===== config.mk =====
export PLATFORM = sky130hd
export DESIGN_NAME = pwm_profile_sequencer
export DESIGN_NICKNAME = d
export VERILOG_FILES = /design/src/rtl/pwm_pkg.sv /design/src/rtl/pwm_seq_hold_counter.sv /design/src/rtl/pwm_profile_sequencer.sv
export SDC_FILE = /design/constraint.sdc
export NUM_CORES = 1
export LEC_CHECK = 0
export ABC_AREA = 1
export BUFFER_PORTS_ARGS = -buffer_cell sky130_fd_sc_hd__buf_2
export CORE_MARGIN = 3
export CORE_UTILIZATION = 58
export CTS_BUF_LIST = sky130_fd_sc_hd__clkbuf_4 sky130_fd_sc_hd__clkbuf_8
export DETAILED_ROUTE_END_ITERATION = 10
export PLACE_DENSITY = 0.81
export SLEW_MARGIN = 20
export SYNTH_ARGS = -nofsm -noshare
export SYNTH_HDL_FRONTEND = slang
export SYNTH_HIERARCHICAL = 1
export SYNTH_SLANG_ARGS = --single-unit

===== constraint.sdc =====
create_clock -name CLK -period 2.9 [get_ports CLK]
set_clock_uncertainty 0.2 [all_clocks]
set_input_delay 0.29 -clock CLK [delete_from_list [all_inputs] [get_ports CLK]]
set_output_delay 0.29 -clock CLK [all_outputs]
set_load 0.05 [all_outputs]

===== src/rtl/pwm_pkg.sv =====
// Shared PWM types and constants: sequencer state encoding, field widths and
// the default duty/period values also used by the adjust logic and generator.
package pwm_pkg;

    localparam int DUTY_W    = 8;
    localparam int COUNT_P_W = 24;

    localparam int DEF_DUTY         = 50;
    localparam int DEF_COUNT_P      = 250_000;
    localparam int DEF_DUTY_STEP    = 10;
    localparam int DEF_DUTY_MAX     = 100;
    localparam int DEF_DUTY_MIN     = 0;
    localparam int DEF_HOLD_PERIODS = 4;
    localparam int DEF_PERIOD_STEP  = 50_000;
    localparam int DEF_PERIOD_MIN   = 50_000;
    localparam int DEF_PERIOD_MAX   = 500_000;

    typedef enum logic [2:0] {
        IDLE      = 3'd0,
        RAMP_UP   = 3'd1,
        HOLD_HIGH = 3'd2,
        RAMP_DOWN = 3'd3,
        HOLD_LOW  = 3'd4
    } seq_state_e;

    typedef struct packed {
        logic [DUTY_W-1:0]    duty;
        logic [COUNT_P_W-1:0] count_p;
    } pwm_cfg_t;

    function automatic int clamp_i(int v, int lo, int hi);
        if (v < lo) return lo;
        if (v > hi) return hi;
        return v;
    endfunction

endpackage


===== src/rtl/pwm_seq_hold_counter.sv =====
// Counts Period_End ticks while a hold state is active; o_done fires
// combinationally on the HOLD_PERIODS-th tick after the last clear.
module pwm_seq_hold_counter #(
    parameter int HOLD_PERIODS = 4
) (
    input  logic CLK,
    input  logic RSTn,
    input  logic i_clear,
    input  logic i_tick,
    output logic o_done
);

    logic [7:0] r_cnt;

    assign o_done = i_tick && (r_cnt == 8'(HOLD_PERIODS - 1));

    always_ff @(posedge CLK or negedge RSTn) begin
        if (!RSTn) begin
            r_cnt <= '0;
        end else if (i_clear) begin
            r_cnt <= '0;
        end else if (i_tick) begin
            r_cnt <= o_done ? 8'd0 : r_cnt + 8'd1;
        end
    end

endmodule


===== src/rtl/pwm_profile_sequencer.sv =====
// Breathing-profile sequencer: ramps Duty between limits with holds and commits
// every change on a PWM period boundary. PWM_SEQ_PERIOD_SWEEP_EN adds a Count_P sweep.
module pwm_profile_sequencer
    import pwm_pkg::*;
#(
    parameter int DUTY_STEP    = DEF_DUTY_STEP,
    parameter int DUTY_MAX     = DEF_DUTY_MAX,
    parameter int DUTY_MIN     = DEF_DUTY_MIN,
    parameter int HOLD_PERIODS = DEF_HOLD_PERIODS,
    parameter int RST_DUTY     = DEF_DUTY,
    parameter int RST_COUNT_P  = DEF_COUNT_P,
`ifdef PWM_SEQ_PERIOD_SWEEP_EN
    parameter int PERIOD_STEP  = DEF_PERIOD_STEP,
`endif
    parameter int PERIOD_MIN   = DEF_PERIOD_MIN,
    parameter int PERIOD_MAX   = DEF_PERIOD_MAX
) (
    input  logic                 CLK,
    input  logic                 RSTn,
    input  logic                 Start,
    input  logic                 Stop,
    input  logic                 Period_End,
    input  logic                 Manual_Valid,
    input  logic [DUTY_W-1:0]    Manual_Duty,
    input  logic [COUNT_P_W-1:0] Manual_Count_P,
    output logic [DUTY_W-1:0]    Duty,
    output logic [COUNT_P_W-1:0] Count_P,
    output logic                 Load,
    output logic                 Busy,
    output logic [2:0]           State
);

    seq_state_e r_state;
    pwm_cfg_t   r_cfg;
    pwm_cfg_t   r_pend;
    logic       r_pend_vld;
    logic       r_load;
    logic       r_busy;

    int                   w_duty_up;
    int                   w_duty_dn;
    logic [DUTY_W-1:0]    w_duty_up_sat;
    logic [DUTY_W-1:0]    w_duty_dn_sat;
    logic [COUNT_P_W-1:0] w_cp_up;
    logic [COUNT_P_W-1:0] w_cp_dn;
    logic [DUTY_W-1:0]    w_man_duty;
    logic [COUNT_P_W-1:0] w_man_cp;
    logic                 w_in_hold;
    logic                 w_hold_done;

    // Ramp arithmetic in int so neither the add nor the subtract can wrap.
    assign w_duty_up     = int'(r_cfg.duty) + DUTY_STEP;
    assign w_duty_dn     = int'(r_cfg.duty) - DUTY_STEP;
    assign w_duty_up_sat = DUTY_W'((w_duty_up > DUTY_MAX) ? DUTY_MAX : w_duty_up);
    assign w_duty_dn_sat = DUTY_W'((w_duty_dn < DUTY_MIN) ? DUTY_MIN : w_duty_dn);

`ifdef PWM_SEQ_PERIOD_SWEEP_EN
    // Brighter means shorter period: ramp-up shrinks Count_P, ramp-down grows it.
    assign w_cp_up = COUNT_P_W'(clamp_i(int'(r_cfg.count_p) - PERIOD_STEP, PERIOD_MIN, PERIOD_MAX));
    assign w_cp_dn = COUNT_P_W'(clamp_i(int'(r_cfg.count_p) + PERIOD_STEP, PERIOD_MIN, PERIOD_MAX));
`else
    assign w_cp_up = r_cfg.count_p;
    assign w_cp_dn = r_cfg.count_p;
`endif

    assign w_man_duty = DUTY_W'(clamp_i(int'(r_pend.duty), DUTY_MIN, DUTY_MAX));
    assign w_man_cp   = COUNT_P_W'(clamp_i(int'(r_pend.count_p), PERIOD_MIN, PERIOD_MAX));

    // Counter is held clear outside the hold states, so it starts at zero on entry.
    assign w_in_hold = (r_state == HOLD_HIGH) || (r_state == HOLD_LOW);

    pwm_seq_hold_counter #(
        .HOLD_PERIODS(HOLD_PERIODS)
    ) u_hold (
        .CLK    (CLK),
        .RSTn   (RSTn),
        .i_clear(!w_in_hold),
        .i_tick (Period_End && w_in_hold),
        .o_done (w_hold_done)
    );

    always_ff @(posedge CLK or negedge RSTn) begin
        if (!RSTn) begin
            r_state    <= IDLE;
            r_cfg      <= '{duty: DUTY_W'(RST_DUTY), count_p: COUNT_P_W'(RST_COUNT_P)};
            r_pend     <= '0;
            r_pend_vld <= 1'b0;
            r_load     <= 1'b0;
            r_busy     <= 1'b0;
        end else begin
            r_load <= 1'b0;
            if (Stop && r_state != IDLE) begin
                r_state <= IDLE;
                r_busy  <= 1'b0;
            end else begin
                case (r_state)
                    IDLE: begin
                        if (Period_End && r_pend_vld) begin
                            r_cfg      <= '{duty: w_man_duty, count_p: w_man_cp};
                            r_load     <= 1'b1;
                            r_pend_vld <= 1'b0;
                        end
                        // A same-cycle Manual_Valid re-arms the pending slot after the commit.
                        if (Manual_Valid) begin
                            r_pend     <= '{duty: Manual_Duty, count_p: Manual_Count_P};
                            r_pend_vld <= 1'b1;
                        end
                        if (Start && !Stop) begin
                            r_state <= RAMP_UP;
                            r_busy  <= 1'b1;
                        end
                    end
                    RAMP_UP: begin
                        if (Period_End) begin
                            if (int'(r_cfg.duty) >= DUTY_MAX) begin
                                r_state <= HOLD_HIGH;
                            end else begin
                                r_cfg  <= '{duty: w_duty_up_sat, count_p: w_cp_up};
                                r_load <= 1'b1;
                                if (w_duty_up >= DUTY_MAX) r_state <= HOLD_HIGH;
                            end
                        end
                    end
                    HOLD_HIGH: begin
                        if (w_hold_done) r_state <= RAMP_DOWN;
                    end
                    RAMP_DOWN: begin
                        if (Period_End) begin
                            if (int'(r_cfg.duty) <= DUTY_MIN) begin
                                r_state <= HOLD_LOW;
                            end else begin
                                r_cfg  <= '{duty: w_duty_dn_sat, count_p: w_cp_dn};
                                r_load <= 1'b1;
                                if (w_duty_dn <= DUTY_MIN) r_state <= HOLD_LOW;
                            end
                        end
                    end
                    HOLD_LOW: begin
                        if (w_hold_done) r_state <= RAMP_UP;
                    end
                    default: begin
                        r_state <= IDLE;
                        r_busy  <= 1'b0;
                    end
                endcase
            end
        end
    end

    assign Duty    = r_cfg.duty;
    assign Count_P = r_cfg.count_p;
    assign Load    = r_load;
    assign Busy    = r_busy;
    assign State   = r_state;

endmodule


# Yosys cells after proc, flatten, opt, wreduce, memory -nomap -nowiden
# Index checks and enable logic that the tools add are counted.
# Widths: inputs -> output; s select.
totals:
  regBits: 78
  in_bits: 38
  out_inout_bits: 37
op_classes:
  n_addsub: 3
  order_cmp: 9
  eq_ne: 19
  n_mux: 44
  bitwise_logic: 3
  n_reduce_logical: 18
op_table:
  columns: ["op", "n"]
  rows:
  - ["$mux 32", 5]
  - ["$pmux 32 s3", 1]
  - ["$mux 24", 2]
  - ["$mux 8", 6]
  - ["$mux 3", 10]
  - ["$gt 24x19->1 const B", 1]
  - ["$lt 24x16->1 const B", 1]
  - ["$mux 19", 1]
  - ["$mux 16", 1]
  - ["$pmux 3 s5", 1]
  - ["$mux 1", 14]
  - ["$reduce_and 7->1", 2]
  - ["$ne 2x2->1 const B", 5]
  - ["$add 8x4->9 const B", 1]
  - ["$ge 9x7->1 const B", 1]
  - ["$gt 9x7->1 const B", 1]
  - ["$le 9x1->1 const B", 1]
  - ["$lt 9x1->1 const B", 1]
  - ["$ne 3x3->1 const B", 3]
  - ["$sub 8x4->9 const B", 1]
  - ["$add 8x1->8 const B", 1]
  - ["$eq 8x2->1 const B", 1]
  - ["$ge 8x7->1 const B", 1]
  - ["$gt 8x7->1 const B", 1]
  - ["21 further kinds", 33]

# Logic depth before layout (Yosys ltp)
depth:
  word_depth: 7
  ltp_mapped: 16

# Cells and area by module
# Netlist, hierarchy kept.
by_module_without_submodules:
  columns: ["module", "n_inst", "cells_per_inst", "area_each_um2", "seq_area_each_um2"]
  rows:
  - ["pwm_profile_sequencer", 1, 438, 3647.2, 1764.2]
  - ["pwm_seq_hold_counter", 1, 69, 498.0, 200.2]

# Worst setup path before layout
# No wires, ideal clock.
synth_path:
  kind: "register to register"
  from: "register r_state[1], in the netlist State[1]"
  to: "register r_state[1], in the netlist State[1]"
  setup_ps: 120
  arrival_time_ps: 2380
  path_slack_ps: 200
  stages_incl_launch_ff: 17
  n_path_buf: 0
  period_less_slack_ps: 2700
  path_cell_list: "dfrtp_1 nor2_2 nand2_1 nand2_1 inv_1 nor2_1 nand2_1 nor3_2 nand2_1 inv_1 nor2_1 o21ai_0 nand3_1 a21oi_2 nand2_1 nand2_1 nand2_1"
synth_via:
  elab_chain_cells: 6
synth_lines:
  columns: ["element", "line", "text"]
  rows:
  - ["start, declared", "pwm_profile_sequencer.sv:33", "seq_state_e r_state;"]
  - ["start signal, assigned", "pwm_profile_sequencer.sv:84", "r_state <= IDLE;"]
  - ["start signal, assigned", "pwm_profile_sequencer.sv:93", "r_state <= IDLE;"]
  - ["start signal, assigned", "pwm_profile_sequencer.sv:109", "r_state <= RAMP_UP;"]
  - ["$eq 3x2->1 / $eq 3x3->1 (equally long branches)", "pwm_profile_sequencer.sv:70", "assign w_in_hold = (r_state == HOLD_HIGH) || (r_state == HOLD_LOW);"]
  - ["$logic_or 1x1->1 *", "pwm_profile_sequencer.sv:70", null]
  - ["$logic_and 1x1->1 *", "pwm_profile_sequencer.sv:78", ".i_tick (Period_End && w_in_hold),"]
  - ["$logic_and 1x1->1 *", "pwm_seq_hold_counter.sv:15", "assign o_done = i_tick && (r_cnt == 8'(HOLD_PERIODS - 1));"]
  - ["via w_hold_done", "pwm_profile_sequencer.sv:49", "logic w_hold_done;"]
  - ["$ne 3x1->1 (no line)", null, null]
  - ["$reduce_and 7->1 (no line) *", null, null]
# The timed path passes the listed nets; every way through them passes the cells marked *.
# A chain may end at the register's enable or synchronous reset.

# Worst setup path after layout
# Ends and elaborated chain as after synthesis.

==> results.sh <==
export IMPL_antenna_found_initial=0
export IMPL_portBuffers=74
export IMPL_avgSynthCellArea_sq_um=8.18
export IMPL_hold_violations=0
export IMPL_routed_via_density=5.28
export IMPL_io_pin_count=75
export IMPL_core_sq_um=6870
export IMPL_synth_fa_ha_area_share_pct=1.51
export IMPL_grt_overflow=0
export IMPL_synthMuxAreaShare_pct=5.43
export IMPL_synth_xor_area_share_pct=1.48
export IMPL_root_buffer="clkbuf_8"
export IMPL_clk_pin_slew_worst_paths_ns=0.08
export IMPL_status="complete, no violations"
export IMPL_postCtsSetupRepairBufs=0
export IMPL_synthTopCellsByArea="dfrtp_1 41%, nand2_1 12%, dfstp_2 6.3%"
export IMPL_clock_sinks=78
export IMPL_tightest_slew_ns=0.959
export IMPL_async_reset_ff_share_pct=100
export IMPL_dp_hpwl_microns=6640
export IMPL_cap_viol_max_count=0
export IMPL_ant_nets=0
export IMPL_holdCritPathClass="in -> reg"
export IMPL_dp_cells=669
export IMPL_fp_dieArea_sq_um=8200
export IMPL_nets=658
export IMPL_fp_dieW_microns=90.5
export IMPL_drive_above_1_share_pct=26.0
export IMPL_cp_max_fo=7
export IMPL_yosysMostFrequentCell="nand2_1"
export IMPL_cts_buffers=9
export IMPL_seq_area_frac_synth_pct=47.4
export IMPL_path_class="reg -> reg"
export IMPL_postCtsResizedCells=0
export IMPL_start_util_pct=60.3
export IMPL_ys_types=39
export IMPL_synthSimpleGateAreaFrac_pct=28.5
export IMPL_setup_viol=0
export IMPL_drt_first_pass_iters=5
export IMPL_h_tree_depth=3
export IMPL_setup_tns_ns=0
export IMPL_critical_path_arrival_ns=2.55
export IMPL_synth_area_sq_um=4150
export IMPL_layout_cells_non_filler=716
export IMPL_worstSetupEndpointType="register"
export IMPL_fillers=538
export IMPL_finalMaxSlewViolations=0
export IMPL_critPathLaunchType="register"
export IMPL_fin_crit_sh_pct=86.6
export IMPL_period_needed_ns=2.51
export IMPL_rsz0062_at_grt="false"
export IMPL_synth_compound_area_share_pct=8.30
export IMPL_wl_microns=9740
export IMPL_ys_ff_latch=78
export IMPL_postCtsHoldBufs=29
export IMPL_synth_top_family_by_area="simple AND/OR/NAND/NOR gates"
export IMPL_rows=30
export IMPL_drcViolationCount=0
export IMPL_cp_data_required_time_ns=2.94
export IMPL_synthesis_nets=550
export IMPL_clock_latency_ns=0.34
export IMPL_drt_iter0_markers=178
export IMPL_grt_pass1_wl_microns=16600
export IMPL_powerDensity_nw_per_um2=1070
export IMPL_vias=3780
export IMPL_ys_flop_type="dfrtp_1"
export IMPL_cts_buffer_depth=2
export IMPL_die_height_microns=90.5
export IMPL_fmax_mhz=398
export IMPL_routabilityCongestion=0.911
export IMPL_grt_usage_pct=24.6
export IMPL_grt_pass1_vias=3587
export IMPL_r2r_slack_ns=0.39
export IMPL_ir_drop_uv=547
export IMPL_synth_common_cells="137 x nand2_1, 68 x dfrtp_1, 50 x inv_1"
export IMPL_synth_area_leader_cell="dfrtp_1"
export IMPL_area_growth_pct=23.0
export IMPL_grt_start_max_net_pins=79
export IMPL_synth_edff_count=0
export IMPL_leakage_nw=2.64
export IMPL_wl_per_cell_microns=13.6
export IMPL_synth_top_area_share_pct=41.1
export IMPL_timing_slew_headroom_pct=36.1
export IMPL_syn_inst=507
export IMPL_diodes=0
export IMPL_cts_tree="done"
export IMPL_yosysWarnings=6
metal layers:
| layer | up-vias | global-route usage, % | share of wire, % |
|---|---|---|---|
| li1 | 1845 | - | - |
| met5 | - | 0 | 0 |
| met2 | 121 | 40.1 | 49 |
| met4 | 0 | 8.16 | 1.8 |
| met1 | 1798 | 32.8 | 43 |
| met3 | 16 | 5.33 | 5.8 |
logic make-up (layout without fill, tap and decap cells):
family / Yosys count / in the layout
mux: 20 / 20
xor+xnor: 7 / 7
buf+inv: 73 / 186
fa+ha+maj: 5 / 5
compound gates: 61 / 61
flops: 78 / 78
simple gates: 263 / 263
worst max-delay path: stages, from the launching register on:
cell     delay [ns]
dfrtp_1        0.50
nor2_2         0.21
nand2_1        0.09
nand2_1        0.09
inv_1          0.06
nor2_1         0.12
nand2_1        0.09
nor3_2         0.12
nand2_1        0.13
inv_1          0.09
nor2_1         0.05
o21ai_0        0.14
nand3_1        0.10
a21oi_2        0.19
nand2_1        0.10
nand2_1        0.06
nand2_1        0.06
report_power, final:
part           switching, mW  internal [mW]  total (mW)
combinational           1.90          0.882        2.78
sequential             0.328           1.53        1.86
clock                  0.425          0.401       0.826
total                   2.65           2.81        5.46
state kept, by name, indices dropped and copies added, names as in the netlist:
signal        count
u_hold/r_cnt      8
State             3
Count_P          24
r_pend_vld        1
Busy              1
Duty              8
r_pend           32
Load              1
cells in the final DEF (no fill, tap or decap), types with 3 or more instances in the layout:
cell / instances
dfrtp_1: 68
nand2_1: 137
xor2_1: 6
buf_2: 73
dfstp_2: 10
or2_2: 6
o21ai_0: 27
ha_1: 5
a21boi_0: 5
nor2_2: 5
inv_2: 10
nor2_1: 43
nor2_4: 3
dlygate4sd3_1: 31
nand3_1: 37
inv_1: 50
mux2_2: 20
clkbuf_8: 9
a21oi_1: 18
buf_4: 4
nand4_1: 10
nand3b_1: 5
nand2_2: 6
nor3_1: 5
layout make-up:
cell class	count	area, sq um	share of cell area [%]
flip-flops and latches	78	1960	38.5
multi-input cells	356	1870	36.8
repair buffers	108	706	13.8
inverters	62	235	4.61
clock buffers	9	124	2.43
well taps	96	120	2.36
clock inverters	7	73.8	1.45
metrics by stage:
stage          power (mW)  utilization, %  hold slack, ns  worst slack, ns  instance area, sq um
4_1_cts              5.45            73.9       0.0000322            0.392                  5080
5_1_grt              5.88            74.2         0.00155           0.0370                  5100
3_3_place_gp         4.52            66.8           0.246            0.599                  4590
6_report             5.46            74.2         0.00703            0.388                  5100
3_5_place_dp         4.60            66.8           0.251            0.409                  4590
2_1_floorplan        3.99               -          -0.206            0.200                  4150
path summary, 6_finish.rpt:
kind,from,endpoint,depth (start not counted)
max in group asynchronous,RSTn,r_pend[20],2
worst max register to register,State[1],State[1],16
min in group asynchronous,RSTn,u_hold/r_cnt[4],2
worst min-delay path,Manual_Duty[0],r_pend[24],3
worst max-delay path,State[1],State[1],16
worst min register to register,Count_P[22],Count_P[22],2
Power figures use the tool's default switching activity.
